**src/rtl/ltc2308_pkg.sv**
```systemverilog
// LTC2308 controller shared definitions: FSM states,
// default timing and the 6-bit config word layout.
package ltc2308_pkg;

  typedef enum logic [2:0] {
    IDLE,
    CONV,
    WAIT,
    SHIFT,
    DONE
  } state_t;

  localparam int CONVST_CYCLES_DEF = 2;
  localparam int CONV_CYCLES_DEF   = 64;
  localparam int SCK_EDGES         = 24;
  localparam int DATA_W            = 12;
  localparam int CFG_W             = 6;

  // Bit positions inside the config word, MSB sent first
  localparam int CFG_SD  = 5;
  localparam int CFG_OS  = 4;
  localparam int CFG_S1  = 3;
  localparam int CFG_S0  = 2;
  localparam int CFG_UNI = 1;
  localparam int CFG_SLP = 0;

  function automatic logic [CFG_W-1:0] cfg_word(
    input logic [3:0] channel,
    input logic       sleep
  );
    logic [CFG_W-1:0] w;
    w          = '0;
    w[CFG_SD]  = ~channel[3];
    w[CFG_OS]  = channel[2];
    w[CFG_S1]  = channel[1];
    w[CFG_S0]  = channel[0];
    w[CFG_UNI] = 1'b1;
    w[CFG_SLP] = sleep;
    return w;
  endfunction

endpackage

```
**src/rtl/adc_ltc2308.sv**
```systemverilog
// LTC2308 SPI conversion controller: CONVST pulse, conversion
// wait, 12 SCK periods of config-out / data-in, result strobe.
module adc_ltc2308
  import ltc2308_pkg::*;
#(
  parameter int CONVST_CYCLES = CONVST_CYCLES_DEF,
  parameter int CONV_CYCLES   = CONV_CYCLES_DEF
) (
  input  logic              clock,
  input  logic              reset,
  input  logic              start,
  input  logic              sleep,
  input  logic [3:0]        channel,
  output logic              ready,
  output logic [DATA_W-1:0] data,
  output logic              CONVST,
  output logic              SCK,
  output logic              SDI,
  input  logic              SDO
);

  localparam logic [7:0] CONVST_LAST = 8'(CONVST_CYCLES - 1);
  localparam logic [7:0] CONV_LAST   = 8'(CONV_CYCLES - 1);
  localparam logic [4:0] SCK_LAST    = 5'(SCK_EDGES - 1);

  state_t state, state_n;

  logic [7:0]        cyc_cnt, cyc_n;
  logic [4:0]        sck_cnt, sck_n;
  logic [DATA_W-1:0] shift_q, shift_n;
  logic [DATA_W-1:0] data_n;
  logic [CFG_W-1:0]  cfg_q, cfg_n;
  logic [CFG_W-1:0]  cfg_sh;
  logic              convst_n;
  logic              sck_o_n;
  logic              sdi_n;
  logic              ready_n;

  always_comb begin
    state_n = state;
    cyc_n   = cyc_cnt;
    sck_n   = sck_cnt;
    shift_n = shift_q;
    data_n  = data;
    cfg_n   = cfg_q;

    unique case (state)
      IDLE: begin
        if (start) begin
          state_n = CONV;
          cyc_n   = '0;
          shift_n = '0;
          cfg_n   = cfg_word(channel, sleep);
        end
      end
      CONV: begin
        if (cyc_cnt == CONVST_LAST) begin
          state_n = WAIT;
          cyc_n   = '0;
        end else begin
          cyc_n = cyc_cnt + 8'd1;
        end
      end
      WAIT: begin
        if (cyc_cnt == CONV_LAST) begin
          state_n = SHIFT;
          cyc_n   = '0;
          sck_n   = '0;
        end else begin
          cyc_n = cyc_cnt + 8'd1;
        end
      end
      SHIFT: begin
        // Odd count = SCK high phase; SDO is stable here
        if (sck_cnt[0]) begin
          shift_n = {shift_q[DATA_W-2:0], SDO};
        end
        if (sck_cnt == SCK_LAST) begin
          state_n = DONE;
          sck_n   = '0;
          data_n  = shift_n;
        end else begin
          sck_n = sck_cnt + 5'd1;
        end
      end
      DONE: begin
        state_n = IDLE;
      end
      default: begin
        state_n = IDLE;
      end
    endcase

    // Pins are registered from next state to keep them glitch free
    convst_n = (state_n == CONV);
    sck_o_n  = (state_n == SHIFT) && sck_n[0];
    cfg_sh   = cfg_n << sck_n[4:1];
    sdi_n    = (state_n == SHIFT) && cfg_sh[CFG_W-1];
    ready_n  = (state_n == DONE);
  end

  always_ff @(posedge clock or posedge reset) begin
    if (reset) begin
      state   <= IDLE;
      cyc_cnt <= '0;
      sck_cnt <= '0;
      shift_q <= '0;
      cfg_q   <= '0;
      data    <= '0;
      ready   <= 1'b0;
      CONVST  <= 1'b0;
      SCK     <= 1'b0;
      SDI     <= 1'b0;
    end else begin
      state   <= state_n;
      cyc_cnt <= cyc_n;
      sck_cnt <= sck_n;
      shift_q <= shift_n;
      cfg_q   <= cfg_n;
      data    <= data_n;
      ready   <= ready_n;
      CONVST  <= convst_n;
      SCK     <= sck_o_n;
      SDI     <= sdi_n;
    end
  end

endmodule

```
**config.mk**
```make
export PLATFORM = sky130hd
export DESIGN_NAME = adc_ltc2308
export DESIGN_NICKNAME = d
export VERILOG_FILES = /design/src/rtl/ltc2308_pkg.sv /design/src/rtl/adc_ltc2308.sv
export SDC_FILE = /design/constraint.sdc
export NUM_CORES = 1
export LEC_CHECK = 0
export ABC_AREA = 1
export BUFFER_PORTS_ARGS = -buffer_cell sky130_fd_sc_hd__clkbuf_2
export CAP_MARGIN = 25
export CORE_AREA = 2 2 72 74
export CTS_CLUSTER_SIZE = 30
export DETAILED_ROUTE_END_ITERATION = 8
export DIE_AREA = 0 0 74 76
export PLACE_DENSITY_LB_ADDON = 0.08
export SLEW_MARGIN = 20
export SYNTH_ARGS = -nofsm -noshare
export SYNTH_HDL_FRONTEND = slang
export SYNTH_SLANG_ARGS = --single-unit
```
**constraint.sdc**
```tcl
create_clock -name clock -period 1.7 [get_ports clock]
set_clock_uncertainty 0.05 [all_clocks]
set_input_delay 0 -clock clock [delete_from_list [all_inputs] [get_ports clock]]
set_output_delay 0 -clock clock [all_outputs]
set_load 0.005 [all_outputs]
```
Word level (Yosys, flattened, before mapping)
Index checks and enable logic that the tools add are counted.
Widths: inputs -> output; s select.
{"block": "totals", "mem_bits_rw": 0, "rom_bits": 0, "input_bits": 9, "register_bits": 50, "latch_bits": 0, "mem_count": 0, "elab_cells": 49}
{"block": "classes", "n_div": 0, "n_lt_le_gt_ge": 0, "bitwise": 1, "n_addsub": 2, "shifts": 1, "muxes": 17, "multipliers": 0, "eq_ne": 10, "n_reduce_logical": 8}
{"cell": "$mux 12", "n": 2}
{"cell": "$mux 8", "n": 3}
{"cell": "$pmux 12 s2", "n": 1}
{"cell": "$pmux 8 s3", "n": 1}
{"cell": "$mux 3", "n": 4}
{"cell": "$mux 6", "n": 2}
{"cell": "$pmux 3 s4", "n": 1}
{"cell": "$mux 5", "n": 2}
{"cell": "$pmux 5 s2", "n": 1}
{"cell": "$eq 3x2->1 const B", "n": 3}
{"cell": "$add 8x1->8 const B", "n": 1}
{"cell": "$eq 8x1->1 const B", "n": 1}
{"cell": "$eq 8x6->1 const B", "n": 1}
{"cell": "$eq 3x1->1 const B", "n": 2}
{"cell": "$reduce_and 2->1", "n": 3}
{"cell": "$shl 6x4->6", "n": 1}
{"cell": "$add 5x1->5 const B", "n": 1}
{"cell": "$eq 5x5->1 const B", "n": 1}
{"cell": "$eq 3x3->1 const B", "n": 1}
{"cell": "$logic_not 3->1", "n": 1}
{"cell": "$reduce_bool 3->1", "n": 1}
{"cell": "$logic_and 1x1->1", "n": 2}
{"cell": "$ne 2x2->1 const B", "n": 1}
{"cell": "$reduce_bool 2->1", "n": 1}
{"cell": "$not 1->1", "n": 1}

Depth between registers and ports, before layout
{"block": "logic_depth", "depth_word": 5, "ltp_mapped": 11}

Worst setup path after synthesis
No wires, ideal clock.
{"block": "synth_timing", "kind": "reg-to-reg", "start": "register sck_cnt[1]", "end": "register data[0]", "path_stages_with_launch": 8, "arrival_ps": 1462, "slack_ps": 61, "required_ps": 1522, "cell_sequence": "dfrtp_1 -> ha_1 -> nand2_1 -> nor2_1 -> nand2_2 -> nor2_8 -> buf_8 -> mux2_1"}
{"block": "synth_via", "elab_chain_cells": 2}
{"element": "start, declared", "line": "adc_ltc2308.sv:29", "text": "logic [4:0] sck_cnt, sck_n;"}
{"element": "start signal, assigned", "line": "adc_ltc2308.sv:117", "text": "sck_cnt <= sck_n;"}
{"element": "$eq 5x5->1", "line": "adc_ltc2308.sv:78", "text": "if (sck_cnt == SCK_LAST) begin"}
{"element": "$reduce_and 2->1 (no line)"}
{"element": "end signal, assigned", "line": "adc_ltc2308.sv:120", "text": "data <= data_n;"}
{"element": "end, declared", "line": "adc_ltc2308.sv:15", "text": "output logic [DATA_W-1:0] data,"}
Every way passes these cells.
A chain may end at the register's enable or synchronous reset.

Worst setup path after layout
{"block": "layout_timing", "start": "register cyc_cnt[6]", "end": "register SDI"}
{"block": "layout_via", "elab_chain_cells": 5, "word_cells_on_any_way": 10}
{"element": "start, declared", "line": "adc_ltc2308.sv:28", "text": "logic [7:0] cyc_cnt, cyc_n;"}
{"element": "start signal, assigned", "line": "adc_ltc2308.sv:116", "text": "cyc_cnt <= cyc_n;"}
{"element": "$eq 8x6->1", "line": "adc_ltc2308.sv:65", "text": "if (cyc_cnt == CONV_LAST) begin"}
{"element": "$mux 5", "line": "adc_ltc2308.sv:65"}
{"element": "$pmux 5 s2", "line": "adc_ltc2308.sv:47", "text": "unique case (state)"}
{"element": "named net sck_n[3]", "line": "adc_ltc2308.sv:29"}
{"element": "$shl 6x4->6", "line": "adc_ltc2308.sv:97", "text": "cfg_sh = cfg_n << sck_n[4:1];"}
{"element": "$logic_and 1x1->1", "line": "adc_ltc2308.sv:98", "text": "sdi_n = (state_n == SHIFT) && cfg_sh[CFG_W-1];"}
{"element": "named net sdi_n", "line": "adc_ltc2308.sv:36", "text": "logic sdi_n;"}
{"element": "end signal, assigned", "line": "adc_ltc2308.sv:124", "text": "SDI <= sdi_n;"}
{"element": "end, declared", "line": "adc_ltc2308.sv:18", "text": "output logic SDI,"}
The timed path passes the listed nets, and every way through them passes these cells.

==> results by group <==
Outcome
  – Run status: completed

Placed design
  – Cells after DPL: around 370
  – I/O Buffers: 24
  – Routability cong.: 0.775
  – Pre-CTS WS: 40.4 ps
  – HPWL Detailed: about 3300 um

Layout
  – Fraction of layout cells with a size suffix above 1: 0.272
  – Synthesis-to-finish area growth: 22.5%
  – Final Util: 0.605
  – Fill cells: around 440
  – N_diodes: 0
  – Layout Cells excl Fill: roughly 380
  – # nets final: 324

CTS
  – CTS tree: yes
  – Maximum clock path buffer count: 2
  – Clock H-tree levels: 2
  – CTS Sinks: 50
  – Worst skew pair latency: just over 300 ps
  – CTS Root Cell: clkbuf_8
  – Worst-path clk slew: about 100 ps
  – CTS Buf Count: 5

STA
  – Slew Viols, Final: 0
  – Max Fclk: just over 0.6 GHz
  – Slew headroom: 0.580
  – Final setup margin: 74.5 ps
  – Final Hold Fails: 0
  – Hold Slack: roughly 13 ps
  – RSZ-0062 raised after global routing: yes
  – Slew at the pin closest to its max-slew limit: ~630 ps
  – # setup viols final: 0
  – Final setup TNS: 0 ps
  – Crit path time final: between 1500 and 2000 ps
  – Final worst path period share: 0.956

Worst setup path
  – CP Max Fanout: 5
  – CP max-delay cell: dfrtp_1
  – CP top delay family: simple AND/OR/NAND/NOR gates
  – Crit path buffers/inverters: 2
  – Most frequent CP cell: nor2_1
  – Required @ worst endpoint: about 1900 ps
  – Nature of the critical path startpoint: flop
  – Cells along the critical path: inv_1 > nand2_1 > nor2_1 > nand2_4 > a21oi_4 > buf_4 > o22ai_4 > a21oi_1 > nor2_1
  – FF-to-FF Start: cyc_cnt[6]
  – Crit. Startpoint: cyc_cnt[6]
  – Slowest Stage Delay on Critical Path: roughly 400 ps
  – Critical Path AT: ~1800 ps
  – Critical path endpoint category: flop
  – Worst Path Class, Setup: flop to flop

Global routing
  – Initial antenna violation count: 0
  – Global-route wire length before repair: just over 8000 um
  – Vias in the first global route: 1809
  – Global route overflow: 0
  – Largest net degree at the start of global routing: 51
  – Tot GR Track Use: 0.182

Routing
  – Pre-antenna DRT Iters: 4
  – Via count: about 1900
  – Drc violations: 0
  – Met1 WL: roughly 2300 um
  – WL per Instance: about 13 um
  – DR iter-0 viols: 58
  – Final wirelength: approximately 5000 um
  – Post-route ant nets: 0
  – Top Metal Used: met4
  – Vias per cell: 4.90
  – WL met3: 128 um
  – WL met2: around 2400 um

Yosys
  – Async SR Flop Fraction: 1.00
  – Post-Syn Area per Cell: around 9.1 sq um
  – Top cell type's share of synthesized area: 0.515
  – Area leader, netlist: dfrtp_1
  – Yosys cell types: 33
  – Post-Syn Area: around 0.0024 sq mm
  – Synthesis warning total: 0
  – Seq/Total Area, Yosys: 0.515
  – Post-synthesis register bit count: 50
  – Largest cells by area after synthesis: dfrtp_1 (52%), nand2_1 (9.1%), o21ai_0 (6.0%)
  – Gate Count Post-Synth: 268
  – Ys flop type: dfrtp_1
  – Syn nets: 280
  – Post-synth EDFFs: 0

Floorplanning
  – Full die area: about 0.0056 sq mm
  – Width of the die: about 74 um
  – Io pins: 25
  – Core area: about 0.0049 sq mm
  – Die height: 76 um
  – Initial cell density of the core: 0.494
  – # rows: 26

Flow run
  – Max-Cap Viols: 0

Power
  – Cell Pwr Density: between 600 and 700 mW/mm^2
  – Cell Int Power: 1.65 mW
  – Share of total power in sequential cells: 0.571
  – Clock power frac: 0.408
  – Comb pwr share: 0.022
  – Sw frac: 0.210
  – Leak: 1.52 nW
  – Worst vdd ir: about 410 uV
  – Net Sw Power: between 400 and 500 uW

Worst hold path
  – HP Class: primary input to flop
  – HP Start: SDO
==> final timing paths <==
path                       cells past startpoint    endpoint  slack (ps)
hold reg to reg                                2    cfg_q[1]         410
min in group asynchronous                      4  shift_q[1]         330
setup / recovery                               9         SDI          70
hold / removal                                 5  shift_q[0]          10
max in group asynchronous                      4    state[0]         810
setup reg to reg                               9         SDI          70
==> placed cells by master, fill, tap and decap left out, drive strengths merged <==
cell type,count
nand2,66
nand3,11
dfrtp,50
dlygate4sd3,6
o22ai,3
nand4,4
o31ai,1
nor4,1
nor3,5
mux2,12
xor2,2
or2,3
bufinv,1
inv,37
nor3b,1
buf,13
ha,3
clkinvlp,1
a21oi,9
o21ai,29
nor2,22
clkbuf,30
nand3b,3
==> kinds of logic (layout without fill, tap and decap cells) <==
| family | count (synthesis) | count (layout) | share of synthesized area |
|---|---|---|---|
| AO/OA/AOI/OAI | 42 | 42 | 0.0933 |
| XOR/XNOR | 2 | 2 | 0.00722 |
| adder cells (fa/ha/maj) | 3 | 3 | 0.0155 |
| AND/OR/NAND/NOR | 115 | 116 | 0.237 |
| buffers and inverters | 44 | 88 | 0.0763 |
| flip-flops | 50 | 50 | 0.515 |
| multiplexers | 12 | 12 | 0.0557 |
==> timing repair <==
| action | in CTS | in global routing |
|---|---|---|
| buffers inserted | 0 | 3 |
| endpoints found under the hold margin | 55 | 0 |
| hold buffers | 6 | 0 |
| endpoints found under the setup margin | 0 | 28 |
| resized for setup | 0 | 20 |
==> layer usage <==
metal	vias to the layer above	global-route usage
met3	5	0.0304
met2	26	0.300
met5	-	0
met4	0	0.0600
met1	891	0.243
li1	955	-
==> sequential cells by signal (all words and copies together) (netlist names) <==
register  cells
CONVST        1
SCK           1
SDI           1
cfg_q         6
cyc_cnt       8
data         12
ready         1
sck_cnt       5
shift_q      12
state         3
==> Yosys cell counts, types with 2 or more instances <==
master	instances
nand3_2	3
nand3_1	8
o22ai_1	2
o21ai_0	29
mux2_2	3
nand4_1	4
nand2_1	59
inv_2	5
nor2_2	5
inv_1	32
mux2_1	9
or2_2	2
ha_1	3
nor2_8	2
clkbuf_1	3
nor3_2	2
dfrtp_1	50
nand3b_1	3
nor3_1	3
xor2_1	2
nor2_1	14
nand2_2	7
a21oi_1	8
==> worst reg2reg max path: stages (launching register included) <==
cell     delay (ps)
dfrtp_1         400
inv_1           130
nand2_1          90
nor2_1          180
nand2_4         110
a21oi_4         180
buf_4           140
o22ai_4          60
a21oi_1         120
nor2_1           60
==> power groups by stage <==
stage,Combinational [mW],Clock (mW),Sequential [mW]
after floorplan,0.0184,0,1.21
after CTS,0.0468,0.865,1.19
after global placement,0.0359,0,1.21
after detailed placement,0.0366,0,1.21
after global routing,0.0526,0.900,1.19
final,0.0449,0.848,1.19
==> cell type report <==
type	instances	area [sq um]	share of cell area
flip-flops and latches	50	1250	0.421
well taps	70	87.6	0.0294
clock buffers	6	72.6	0.0244
repair buffers	43	294	0.0989
clock inverters	2	37.5	0.0126
inverters	37	139	0.0467
multi-input cells	175	1090	0.367
==> stage by stage <==
step	total power, mW	instance area (sq um)
after CTS	2.10	2850
after floorplan	1.23	2430
after detailed placement	1.25	2680
after global placement	1.25	2680
after global routing	2.14	2970
final	2.08	2970
Note: power is estimated with default switching activity, not from simulation.
